## src/rtl/mips_fetch_if.sv

```systemverilog
// rtl/mips_fetch_if.sv - instruction-memory request/response bus for the fetch stage
//
// Signals:
//   imem_req    fetch -> mem  request valid; imem_addr stable while high
//   imem_addr   fetch -> mem  byte address of the requested word (32)
//   imem_ready  mem -> fetch  request accepted this cycle
//   imem_rvalid mem -> fetch  read data valid
//   imem_rdata  mem -> fetch  instruction word (32)
// Modports: master = fetch stage, slave = instruction memory.

interface mips_fetch_if;
  logic        imem_req;
  logic [31:0] imem_addr;
  logic        imem_ready;
  logic        imem_rvalid;
  logic [31:0] imem_rdata;

  modport master (
    output imem_req,
    output imem_addr,
    input  imem_ready,
    input  imem_rvalid,
    input  imem_rdata
  );

  modport slave (
    input  imem_req,
    input  imem_addr,
    output imem_ready,
    output imem_rvalid,
    output imem_rdata
  );
endinterface

```

## src/rtl/mips_fetch.sv

```systemverilog
// rtl/mips_fetch.sv - MIPS instruction-fetch stage with single outstanding imem request
//
// Ports:
//   clk, reset   clock and synchronous active-high reset
//   imem         instruction-memory bus (mips_fetch_if.master)
//   instr        latched instruction word; op/funct are its [31:26]/[5:0] fields
//   pc, pcplus4  address of the current instruction and pc + 4
//   ivalid       instr is valid for decode; id_ready retires it
//   pcsrc, jump, pcbranch  next-pc feedback from the controller, used on retire only
//   retired      retired-instruction counter (wraps)
//   fault, fault_code  sticky fault: 01 misaligned target, 10 memory timeout

module mips_fetch #(
  parameter logic [31:0] RESET_PC = 32'h00000000,
  parameter int unsigned TIMEOUT  = 64
) (
  input  logic         clk,
  input  logic         reset,
  mips_fetch_if.master imem,
  output logic [31:0]  instr,
  output logic [5:0]   op,
  output logic [5:0]   funct,
  output logic [31:0]  pc,
  output logic [31:0]  pcplus4,
  output logic         ivalid,
  input  logic         id_ready,
  input  logic         pcsrc,
  input  logic         jump,
  input  logic [31:0]  pcbranch,
  output logic [31:0]  retired,
  output logic         fault,
  output logic [1:0]   fault_code
);

  typedef enum logic [1:0] {
    S_REQ   = 2'd0,
    S_WAIT  = 2'd1,
    S_VALID = 2'd2,
    S_HALT  = 2'd3
  } state_t;

  localparam logic [31:0] TIMEOUT_LAST = 32'(TIMEOUT - 1);

  state_t      state;
  logic [31:0] tcnt;
  logic [31:0] nextpc;
  logic [31:0] jtarget;
  logic        retire;

  assign pcplus4 = pc + 32'd4;
  assign op      = instr[31:26];
  assign funct   = instr[5:0];

  // Gated by reset so no request leaks out in the reset cycle even if the
  // FSM was sitting in REQ beforehand.
  assign imem.imem_req  = (state == S_REQ) && !reset;
  assign imem.imem_addr = pc;

  assign retire  = (state == S_VALID) && id_ready;
  assign jtarget = {pcplus4[31:28], instr[25:0], 2'b00};

  // Jump wins over a taken branch.
  always_comb begin
    nextpc = pcplus4;
    if (jump) begin
      nextpc = jtarget;
    end else if (pcsrc) begin
      nextpc = pcbranch;
    end
  end

  always_ff @(posedge clk) begin
    if (reset) begin
      state      <= S_REQ;
      pc         <= RESET_PC;
      instr      <= '0;
      ivalid     <= 1'b0;
      retired    <= '0;
      fault      <= 1'b0;
      fault_code <= 2'b00;
      tcnt       <= '0;
    end else begin
      case (state)
        S_REQ: begin
          if (imem.imem_ready) begin
            state <= S_WAIT;
            tcnt  <= '0;
          end
        end

        S_WAIT: begin
          tcnt <= tcnt + 32'd1;
          // A response arriving in the last allowed cycle still counts.
          if (imem.imem_rvalid) begin
            instr  <= imem.imem_rdata;
            ivalid <= 1'b1;
            state  <= S_VALID;
          end else if (tcnt == TIMEOUT_LAST) begin
            fault      <= 1'b1;
            fault_code <= 2'b10;
            state      <= S_HALT;
          end
        end

        S_VALID: begin
          if (retire) begin
            // The instruction retires even when its successor is unusable.
            retired <= retired + 32'd1;
            ivalid  <= 1'b0;
            if (nextpc[1:0] != 2'b00) begin
              fault      <= 1'b1;
              fault_code <= 2'b01;
              state      <= S_HALT;
            end else begin
              pc    <= nextpc;
              state <= S_REQ;
            end
          end
        end

        S_HALT: begin
          // Frozen until reset.
        end

        default: begin
          state <= S_HALT;
        end
      endcase
    end
  end

endmodule

```

## src/flat_wrapper.sv

```systemverilog
// flat-port wrapper written by rule: the top's interface ports become plain ports
module mips_fetch_flat 
#(
  parameter logic [31:0] RESET_PC = 32'h00000000,
  parameter int unsigned TIMEOUT  = 64
)
  (clk, reset, instr, op, funct, pc, pcplus4, ivalid, id_ready, pcsrc, jump, pcbranch, retired, fault, fault_code, imem_imem_req, imem_imem_addr, imem_imem_ready, imem_imem_rvalid, imem_imem_rdata);
  mips_fetch_if imem_i ();
  input  logic clk;
  input  logic reset;
  output logic [31:0] instr;
  output logic [5:0] op;
  output logic [5:0] funct;
  output logic [31:0] pc;
  output logic [31:0] pcplus4;
  output logic ivalid;
  input  logic id_ready;
  input  logic pcsrc;
  input  logic jump;
  input  logic [31:0] pcbranch;
  output logic [31:0] retired;
  output logic fault;
  output logic [1:0] fault_code;
  output wire logic [$bits(imem_i.imem_req)-1:0] imem_imem_req;
  output wire logic [$bits(imem_i.imem_addr)-1:0] imem_imem_addr;
  input wire logic [$bits(imem_i.imem_ready)-1:0] imem_imem_ready;
  input wire logic [$bits(imem_i.imem_rvalid)-1:0] imem_imem_rvalid;
  input wire logic [$bits(imem_i.imem_rdata)-1:0] imem_imem_rdata;
  assign imem_imem_req = imem_i.imem_req;
  assign imem_imem_addr = imem_i.imem_addr;
  assign imem_i.imem_ready = imem_imem_ready;
  assign imem_i.imem_rvalid = imem_imem_rvalid;
  assign imem_i.imem_rdata = imem_imem_rdata;
  mips_fetch #(.RESET_PC(RESET_PC), .TIMEOUT(TIMEOUT)) u_core (.clk(clk), .reset(reset), .imem(imem_i), .instr(instr), .op(op), .funct(funct), .pc(pc), .pcplus4(pcplus4), .ivalid(ivalid), .id_ready(id_ready), .pcsrc(pcsrc), .jump(jump), .pcbranch(pcbranch), .retired(retired), .fault(fault), .fault_code(fault_code));
endmodule
```

## config.mk

```make
export PLATFORM = sky130hd
export DESIGN_NAME = mips_fetch_flat
export DESIGN_NICKNAME = d
export VERILOG_FILES = /design/src/rtl/mips_fetch_if.sv /design/src/rtl/mips_fetch.sv /design/src/flat_wrapper.sv
export SDC_FILE = /design/constraint.sdc
export NUM_CORES = 1
export LEC_CHECK = 0
export BUFFER_PORTS_ARGS = -buffer_cell sky130_fd_sc_hd__buf_2
export CAP_MARGIN = 20
export CELL_PAD_IN_SITES_DETAIL_PLACEMENT = 0
export CELL_PAD_IN_SITES_GLOBAL_PLACEMENT = 1
export CORE_MARGIN = 2
export CORE_UTILIZATION = 36
export DETAILED_ROUTE_END_ITERATION = 8
export PLACE_DENSITY_LB_ADDON = 0.1
export SLEW_MARGIN = 20
export SYNTH_ARGS = -nofsm -noshare
export SYNTH_HDL_FRONTEND = slang
export SYNTH_SLANG_ARGS = --single-unit
export TNS_END_PERCENT = 1
```

## constraint.sdc

```tcl
create_clock -name clk -period 2.4 [get_ports clk]
set_clock_uncertainty 0.05 [all_clocks]
set_input_delay 0.36 -clock clk [delete_from_list [all_inputs] [get_ports clk]]
set_output_delay 0.36 -clock clk [all_outputs]
set_load 0.01 [all_outputs]
```

==> qor.csv, run 1 <==
metric,value,unit
Avg WL per Cell,17.0,um
grt ovf,0,
Main synth FF type,dfxtp_1,
Synth Area per Inst,7.90,um2
required time worst endpoint,1.99,ns
Tmin final,2.39,ns
Max Root-Sink Buffers,2,
pwr/cell area,615,nW/um2
"top cells by area, synth","dfxtp_1 (37%), nand2_1 (6.0%), xnor2_1 (5.5%)",
Overall Power,5.88,mW
CTS H-tree lvls,4,
Async SR Flop Fraction,0,%
Final Cycle Share,99.7,%
crit path kind,reg -> out,
#FFs+latches synth,134,
critical path startpoint category,flip-flop,
Layout fillers,2067,
clk root buf,clkbuf_16,
Mapped Cells,920,
crit path DAT,1.98,ns
most frequent cell after synthesis,dfxtp_1,
port bufs,247,
fmax,418,MHz
Routed WL,24300,um
"Max FO, Critical Path",5,
First DRT Iteration DRCs,470,
unrepaired setup endpoints after global routing,yes,
clock sink count,134,
DRC viols,0,
clock-pin slew on the worst setup and hold paths,0.06,ns
antenna violations before repair,1,
yosys warns,0,
Worst-Skew Late Latency,0.41,ns
largest net degree at the start of global routing,75,
GRT Overall Usage,22.2,%
area grow syn2layout,31.5,%
Non-Filler Instances,1428,
TritonCTS buffer count,17,
number of enable flip-flop cells after synthesis,0,
post-route ant nets,0,
Core ar.,19700,um2
synth unique cells,59,
Die H,146,um
Mapped Area,7270,um2
Placer Congestion,0.859,
CTS tree,yes,
via count,7397,
max-slew violations,0,
HP Class,in -> reg,
"area leader, netlist",dfxtp_1,
Site Rows,51,
Boundary Pins,248,
Worst Tran Pin Value,0.673,ns
Peak supply drop,469,uV
status,completed,
Slew HR,54.7,%
Final HPWL DP,17800,um
"Seq/Total Area, Yosys",36.9,%
CP Capture Type,output pin,
DR vias/cell,5.18,
Nets,1227,
"Setup violations, final",0,
layout cells sized above 1,33.1,%
first-pass GRT wire length,38100,um
max cap viols,0,
synthesized net count,998,
final hold vios,0,
# placed instances,1382,
TritonRoute pass-1 iters,5,
leakage,4.07,nW
post-synth top area share,36.9,%
vias in the first global route,6856,
Initial Util,37.0,%
Die X,146,um
Synth top cells by count,"dfxtp_1 (134), nand2_1 (117), nor2_1 (94)",
Total Die Area,21300,um2
-- layout by cell type, fill, tap and decap left out, types with 5 or more instances in the layout --
cell type	n
a22oi_1	10
and3_1	14
o211ai_1	8
nand3_1	33
nand3_4	5
nand2b_1	8
buf_4	57
xnor2_1	46
or3_1	5
nand4_1	32
or4_1	5
nor2_1	84
o21ai_0	32
ha_1	6
inv_1	18
a31oi_1	12
buf_2	246
nand2_1	117
dfxtp_1	125
nor3_1	14
and2_1	7
xor2_1	33
clkbuf_16	17
mux2i_1	6
a21oi_1	74
nor4_1	19
and4_1	12
a21o_1	9
nor2_2	8
o31a_1	5
dfxtp_2	9
o32ai_1	5
-- where the power goes --
group / switching (mW) / internal [mW]
sequential: 0.0775 / 2.30
combinational: 0.434 / 0.272
clock: 1.05 / 1.75
-- cells by family (layout without fill, tap and decap cells) --
logic type	after synthesis	count (layout)	share of synthesized area [%]
and+or+nand+nor	388	388	26.6
DFF	134	134	36.9
xor gates and xnor gates	79	79	9.52
muxes	7	7	0.981
AOI/OAI and AO/OA	186	186	16.1
adders and majority gates	7	7	1.20
buffers and inverters	119	361	8.73
other	0	1	0
-- what timing repair did --
action,in CTS,in global routing
cloned,0,1
pin swaps,2,5
hold buffers,0,0
resized for setup,21,17
setup buffers,3,9
setup endpoints to repair,16,19
-- state kept, by name, summed over array words and instances (netlist names) --
register / flops
u_core.state: 2
u_core.retired: 32
u_core.imem.imem_addr: 32
u_core.tcnt: 32
u_core.fault_code: 2
u_core.instr: 32
u_core.ivalid: 1
u_core.fault: 1
-- critical path, stage by stage (launching register included) --
cell and delay [ns]:
dfxtp_2 0.34, buf_6 0.11, nand4_1 0.14, buf_4 0.18
nor2_2 0.23, and3_1 0.21, xor2_1 0.19, buf_2 0.17
-- worst paths after layout --
check	startpoint	endpoint	slack [ns]	depth (start not counted)
worst min-delay path	imem_imem_rdata[3]	u_core.instr[3]	0.13	3
worst max register to register	u_core.state[0]	u_core.imem.imem_addr[23]	0.18	8
worst max-delay path	u_core.imem.imem_addr[3]	pcplus4[11]	0.007	7
worst min register to register	u_core.instr[30]	u_core.instr[30]	0.42	2
-- metrics by stage --
step | setup slack, ns | instance area (um2) | hold slack (ns) | utilization [%] | setup TNS, ns
global placement | 0.153 | 8690 | 0.405 | 44.2 | 0
floorplan | 0.0428 | 7270 | 0.417 | - | 0
global route | -0.124 | 9560 | 0.116 | 48.6 | -1.25
CTS | -0.0550 | 9420 | 0.115 | 47.9 | -0.149
detailed placement | 0.0940 | 8690 | 0.409 | 44.2 | 0
finish | 0.00659 | 9560 | 0.132 | 48.6 | 0
-- final cells by class --
type,count,area (um2),area share [%]
flip-flops and latches,134,2690,28.2
clock buffers,18,429,4.49
diodes,1,2.50,0.0262
clock inverters,14,198,2.07
well taps,265,332,3.47
repair buffers,310,1760,18.5
multi-input cells,667,4070,42.5
inverters,19,71.3,0.746
-- per-layer routing --
metal  part of all wire (%)  track usage, %  vias up
met5                      0               0        -
met1                     43            28.6     3447
met3                    7.2            5.72       20
met4                    1.7            7.18        0
met2                     48            36.3      254
li1                       -               -     3676
No activity file was read; power rests on OpenSTA's default activity.
==> inputs of run 2 (changes only) <==
==> constraint.sdc (replaced) <==
create_clock -name clk -period 2.4 [get_ports clk]
set_clock_uncertainty 0.05 [all_clocks]
set_input_delay 0.24 -clock clk [delete_from_list [all_inputs] [get_ports clk]]
set_output_delay 0.24 -clock clk [all_outputs]
set_load 0.01 [all_outputs]
==> run 2 against run 1 <==
Global-route usage is essentially flat; sequential cell count unchanged; clock power down 10%; total power shrank 4.4%; first-iteration DRC count rose by 7.7%; via count increased by 0.74%; largest cell class unchanged; largest power group unchanged.
==> qor.csv, run 2 (synthesis results as in run 1) <==
metric,value,unit,change
crit path DAT,2.06,ns,+0.08 ns
First DRT Iteration DRCs,506,,+7.7%
CP top delay family,simple AND/OR/NAND/NOR gates,,
Tmin final,2.35,ns,-0.0448 ns
Nets,1236,,+0.73%
Util after Layout,48.5,%,-0.089 points
GRT busiest layer,met2,,
Core ar.,19700,um2,unchanged
"Max FO, Critical Path",5,,unchanged
met1 Use GR,28.7,%,+0.094 points
area of the multi-input gates,4050,um2,-0.40%
critical path startpoint category,flip-flop,,
first-pass GRT wire length,38100,um,+0.22%
grt ovf,0,,unchanged
Overall Power,5.62,mW,-4.4%
Placer Congestion,0.863,,+0.43%
GRT Overall Usage,22.2,%,about the same
max-slew violations,0,,unchanged
CTS H-tree lvls,4,,unchanged
Worst-Skew Late Latency,0.42,ns,about the same
TritonCTS buffer count,17,,unchanged
R2R Setup Slk,0.28,ns,+0.10 ns
most frequent cells in the layout,"buf_2 (246), dfxtp_1 (127), nand2_1 (117)",,
CTS tree,yes,,
required time worst endpoint,2.11,ns,+0.12 ns
clk root buf,clkbuf_16,,
Die H,146,um,unchanged
min-delay src,imem_imem_rdata[4],,
Worst Tran Pin Value,0.801,ns,+0.128 ns
status,completed,,
crit path kind,reg -> out,,
DR vias/cell,5.19,,+0.18%
"most common cell after layout, fill and taps aside",buf_2,,
unrepaired setup endpoints after global routing,yes,,
Layout fillers,2073,,+0.29%
Final Cycle Share,97.9,%,-1.9 points
max cap viols,0,,unchanged
area grow syn2layout,31.2,%,
Die X,146,um,unchanged
final hold vios,0,,unchanged
Initial Util,37.0,%,unchanged
Avg WL per Cell,17.0,um,-0.13%
R2R cell count,7,,-1
Boundary Pins,248,,unchanged
FF/Latch Area,2690,um2,about the same
clock-pin slew on the worst setup and hold paths,0.06,ns,about the same
Site Rows,51,,unchanged
post-route ant nets,0,,unchanged
clock sink count,134,,unchanged
worst hold endpoint,u_core.instr[4],,
met2 Use GR,37.6,%,+1.3 points
Total Die Area,21300,um2,unchanged
DRC viols,0,,unchanged
CP bufs+invs,1,,-2
antenna violations before repair,1,,unchanged
Final HPWL DP,18100,um,+1.5%
TritonRoute pass-1 iters,6,,+1
worst r2r src,u_core.state[0],,
vias in the first global route,6810,,-0.67%
port bufs,247,,unchanged
Slew HR,46.6,%,-8.0 points
worst path cell trace,"ha_1, nand3_4, nor2_2, nand4_1, xnor2_1, buf_2",,
HP Class,in -> reg,,
layout cells sized above 1,31.9,%,-1.2 points
"Setup violations, final",0,,unchanged
pwr/cell area,589,nW/um2,-4.3%
Peak supply drop,496,uV,+5.9%
Critical Path Stages,6,,-1
Routed WL,24400,um,+0.43%
leakage,4.08,nW,+0.40%
worst r2r dst,u_core.retired[29],,
fmax,426,MHz,+1.9%
hold depth,3,,unchanged
"Largest stage delay, worst path",0.33,ns,about the same
CP Capture Type,output pin,,
largest net degree at the start of global routing,36,,-52%
via count,7452,,+0.74%
CP max stage cell,dfxtp_1,,
met3 Resource Use GR,4.75,%,-0.97 points
Max Root-Sink Buffers,2,,unchanged
[run 2: changes by cell type in the layout (fill, tap and decap cells not counted), moves of 3 or more]
cell           before  now
dlygate4sd3_1       0   15
buf_6               3    0
clkinv_2            2    5
inv_6               4    1
[run 2: worst max path at each step]
| stage | start | to | slack [ns] |
|---|---|---|---|
| floorplan | u_core.imem.imem_addr[2] | pcplus4[24] | 0.16 |
| global placement | u_core.imem.imem_addr[2] | u_core.imem.imem_addr[30] | 0.18 |
| detailed placement | u_core.imem.imem_addr[2] | u_core.imem.imem_addr[30] | 0.13 |
| CTS | u_core.imem.imem_addr[2] | pcplus4[28] | -0.02 |
| global route | u_core.imem.imem_addr[2] | pcplus4[25] | -0.06 |
| finish | u_core.imem.imem_addr[2] | pcplus4[16] | 0.05 |
[run 2: cell type report]
type                    instances  share of cell area [%]
diodes                          2                  0.0525
clock buffers                  17                    4.46
clock inverters                13                    1.42
inverters                      19                   0.748
multi-input cells             667                    42.5
flip-flops and latches        134                    28.2
well taps                     265                    3.48
repair buffers                319                    19.2
[run 2: power by group]
group | leakage (nW) | internal (mW) | switching (mW)
combinational | 2.72 | 0.283 | 0.439
sequential | 1.09 | 2.30 | 0.0770
clock | 0.275 | 1.51 | 1.01
[run 2: tightest hold or removal path: cells and delay by family]
| family | cells | cell delay, ns |
|---|---|---|
| simple gates | 1 | 0.05 |
| buf+inv | 1 | 0.09 |
| compound gates | 1 | 0.05 |
[run 2: repair_timing]
| item | CTS | global route |
|---|---|---|
| gates resized for setup | 8 | 21 |
| hold buffers | 15 | 0 |
| endpoints found under the setup margin | 10 | 16 |
| pin swaps | 3 | 5 |
| endpoints found under the hold margin | 15 | 0 |
| setup buffers | 0 | 6 |
[run 2: per-stage QoR]
step	TNS, ns	instance area (um2)	worst slack [ns]	instances	hold slack (ns)
after CTS	-0.0603	9420	-0.0235	1428	0.000706
after global placement	0	8670	0.180	1383	0.406
after global routing	-0.423	9530	-0.0603	1434	0.00765
final	0	9540	0.0514	1436	0.00784
after floorplan	0	7270	0.163	920	0.326
after detailed placement	0	8670	0.132	1383	0.412
[run 2: metal layers]
layer	share of wire [%]	vias to the layer above
li1	-	3686
met1	43	3463
met2	48	285
met3	7.2	18
met4	1.2	0
met5	0	-
==> inputs of run 3 (changes only) <==
==> constraint.sdc (replaced) <==
create_clock -name clk -period 2.4 [get_ports clk]
set_clock_uncertainty 0.05 [all_clocks]
set_input_delay 0.12 -clock clk [delete_from_list [all_inputs] [get_ports clk]]
set_output_delay 0.12 -clock clk [all_outputs]
set_load 0.01 [all_outputs]
==> run 3 against run 2 <==
Fmax is 2.9% higher; die area stayed put; combinational power is 3.9% higher; design area is 2.4% higher; sequential cell count stayed put; total power is 7.5% higher; largest power group unchanged; setup slack better by 0.067 ns; first-iteration DRC count is 20% lower; sequential share of layout area is 0.63 points lower; sequential power hardly changed; via count is 0.42% higher; core utilization is 1.2 points higher; highest routed layer unchanged.
==> qor.csv, run 3 (synthesis results as in run 1) <==
metric,value,unit,change
status,completed,,
Die H,146,um,unchanged
fmax,438,MHz,+2.9%
Slew HR,53.2,%,+6.6 points
clock sink count,134,,unchanged
First DRT Iteration DRCs,406,,-20%
via count,7483,,+0.42%
Fin Setup TNS,0,ns,unchanged
Fin Hold WS,0.0245,ns,+0.0166 ns
port bufs,247,,unchanged
DR vias/cell,5.15,,-0.69%
Routed WL,24600,um,+0.88%
first-pass GRT wire length,38500,um,+0.87%
most frequent cells in the layout,"buf_2 (246), dfxtp_1 (129), nand2_1 (117)",,
crit path kind,reg -> out,,
Placer Congestion,0.859,,-0.44%
CTS tree,yes,,
Final HPWL DP,17800,um,-1.2%
sw power,1.58,mW,+3.9%
GRT Overall Usage,22.5,%,+0.33 points
Comb pwr share,12.4,%,-0.4 points
DRC viols,0,,unchanged
dpl ws,0.121,ns,-0.0110 ns
unrepaired setup endpoints after global routing,yes,,
Site Rows,51,,unchanged
Worst Tran Pin Value,0.702,ns,-0.0988 ns
Boundary Pins,248,,unchanged
"Max FO, Critical Path",9,,+4
max cap viols,0,,unchanged
post-route ant nets,0,,unchanged
internal power,4.46,mW,+8.9%
TritonRoute pass-1 iters,5,,-1
Initial Util,37.0,%,unchanged
antenna violations before repair,1,,unchanged
required time worst endpoint,2.23,ns,+0.12 ns
HP Class,in -> reg,,
Core ar.,19700,um2,unchanged
Final Cycle Share,95.1,%,-2.8 points
"most common cell after layout, fill and taps aside",buf_2,,
CP Capture Type,output pin,,
Total Die Area,21300,um2,unchanged
TritonCTS buffer count,17,,unchanged
clock-pin slew on the worst setup and hold paths,0.06,ns,about the same
clock power share,48.3,%,+3.4 points
max-slew violations,0,,unchanged
critical path startpoint category,flip-flop,,
pwr/cell area,619,nW/um2,+5.0%
Tmin final,2.28,ns,-0.0670 ns
largest net degree at the start of global routing,61,,+69%
crit path DAT,2.11,ns,+0.05 ns
Worst-Skew Late Latency,0.42,ns,about the same
Avg WL per Cell,17.0,um,-0.24%
area grow syn2layout,34.4,%,
Non-Filler Instances,1452,,+1.1%
leakage,4.19,nW,+2.6%
"Setup violations, final",0,,unchanged
layout cells sized above 1,30.3,%,-1.6 points
vias in the first global route,6953,,+2.1%
Area after DPL,8630,um2,-0.52%
switching part of the total,26.2,%,-0.92 points
Peak supply drop,499,uV,+0.43%
Seq pwr share,39.3,%,-3.0 points
# placed instances,1377,,-0.43%
Die X,146,um,unchanged
CTS H-tree lvls,4,,unchanged
worst setup margin,0.118,ns,+0.0670 ns
clk root buf,clkbuf_16,,
post-route cell area,9770,um2,+2.4%
Nets,1250,,+1.1%
Max Root-Sink Buffers,2,,unchanged
final hold vios,0,,unchanged
grt ovf,0,,unchanged
[run 3: changes by cell type in the layout (fill, tap and decap cells not counted), sizes merged]
cell	previous run	this run
bufinv	2	5
clkbuf	17	18
clkinv	9	6
buf	304	297
dlygate4sd3	15	36
inv	19	20
[run 3: layer usage]
layer | global-route usage (%) | vias to the layer above | share of wire [%]
met3 | 4.34 | 33 | 6.1
met2 | 37.4 | 240 | 47
met5 | 0 | - | 0
met1 | 29.3 | 3490 | 45
met4 | 7.72 | 0 | 2.2
li1 | - | 3720 | -
[run 3: through the flow]
stage / power [mW] / utilization [%]
after detailed placement: 3.13 / 43.9
after global routing: 6.28 / 49.7
after floorplan: 2.84 / -
final: 6.04 / 49.7
after CTS: 6.12 / 49.4
after global placement: 3.13 / 43.9
[run 3: final timing paths]
check             slack [ns]                         to                startpoint  cells after the start
hold / removal          0.02   u_core.imem.imem_addr[7]               pcbranch[7]                      5
setup / recovery        0.12                pcplus4[16]  u_core.imem.imem_addr[2]                      6
hold reg to reg         0.42           u_core.instr[30]          u_core.instr[30]                      2
setup reg to reg        0.28  u_core.imem.imem_addr[23]           u_core.state[0]                      8
[run 3: power by group through the flow]
stage	registers, mW	clock network [mW]	logic, mW
after detailed placement	2.42	0	0.706
after global routing	2.38	3.08	0.821
after CTS	2.37	2.99	0.757
after floorplan	2.43	0	0.408
after global placement	2.42	0	0.704
final	2.37	2.92	0.750
[run 3: area by class of cell]
| class | count | area [um2] |
|---|---|---|
| fillers | 2016 | 9890 |
| multi-input cells | 667 | 4020 |
| flip-flops and latches | 134 | 2690 |
| repair buffers | 333 | 1990 |
| clock buffers | 18 | 429 |
| well taps | 265 | 332 |
| clock inverters | 14 | 225 |
| inverters | 19 | 71.3 |
| diodes | 2 | 5.00 |
[run 3: timing repair]
action | CTS | global route
endpoints found under the setup margin | 13 | 13
gates resized for setup | 11 | 12
hold buffers | 36 | 0
pin swaps | 2 | 4
hold endpoints to repair | 53 | 0
setup buffers | 3 | 2
cloned | 0 | 0
[run 3: critical path: stages, from the launching register on]
cell and delay (ns):
dfxtp_4 0.39, ha_2 0.23, nand3_4 0.12, nor2_1 0.23, nand4_1 0.24, xnor2_1 0.29
buf_2 0.18
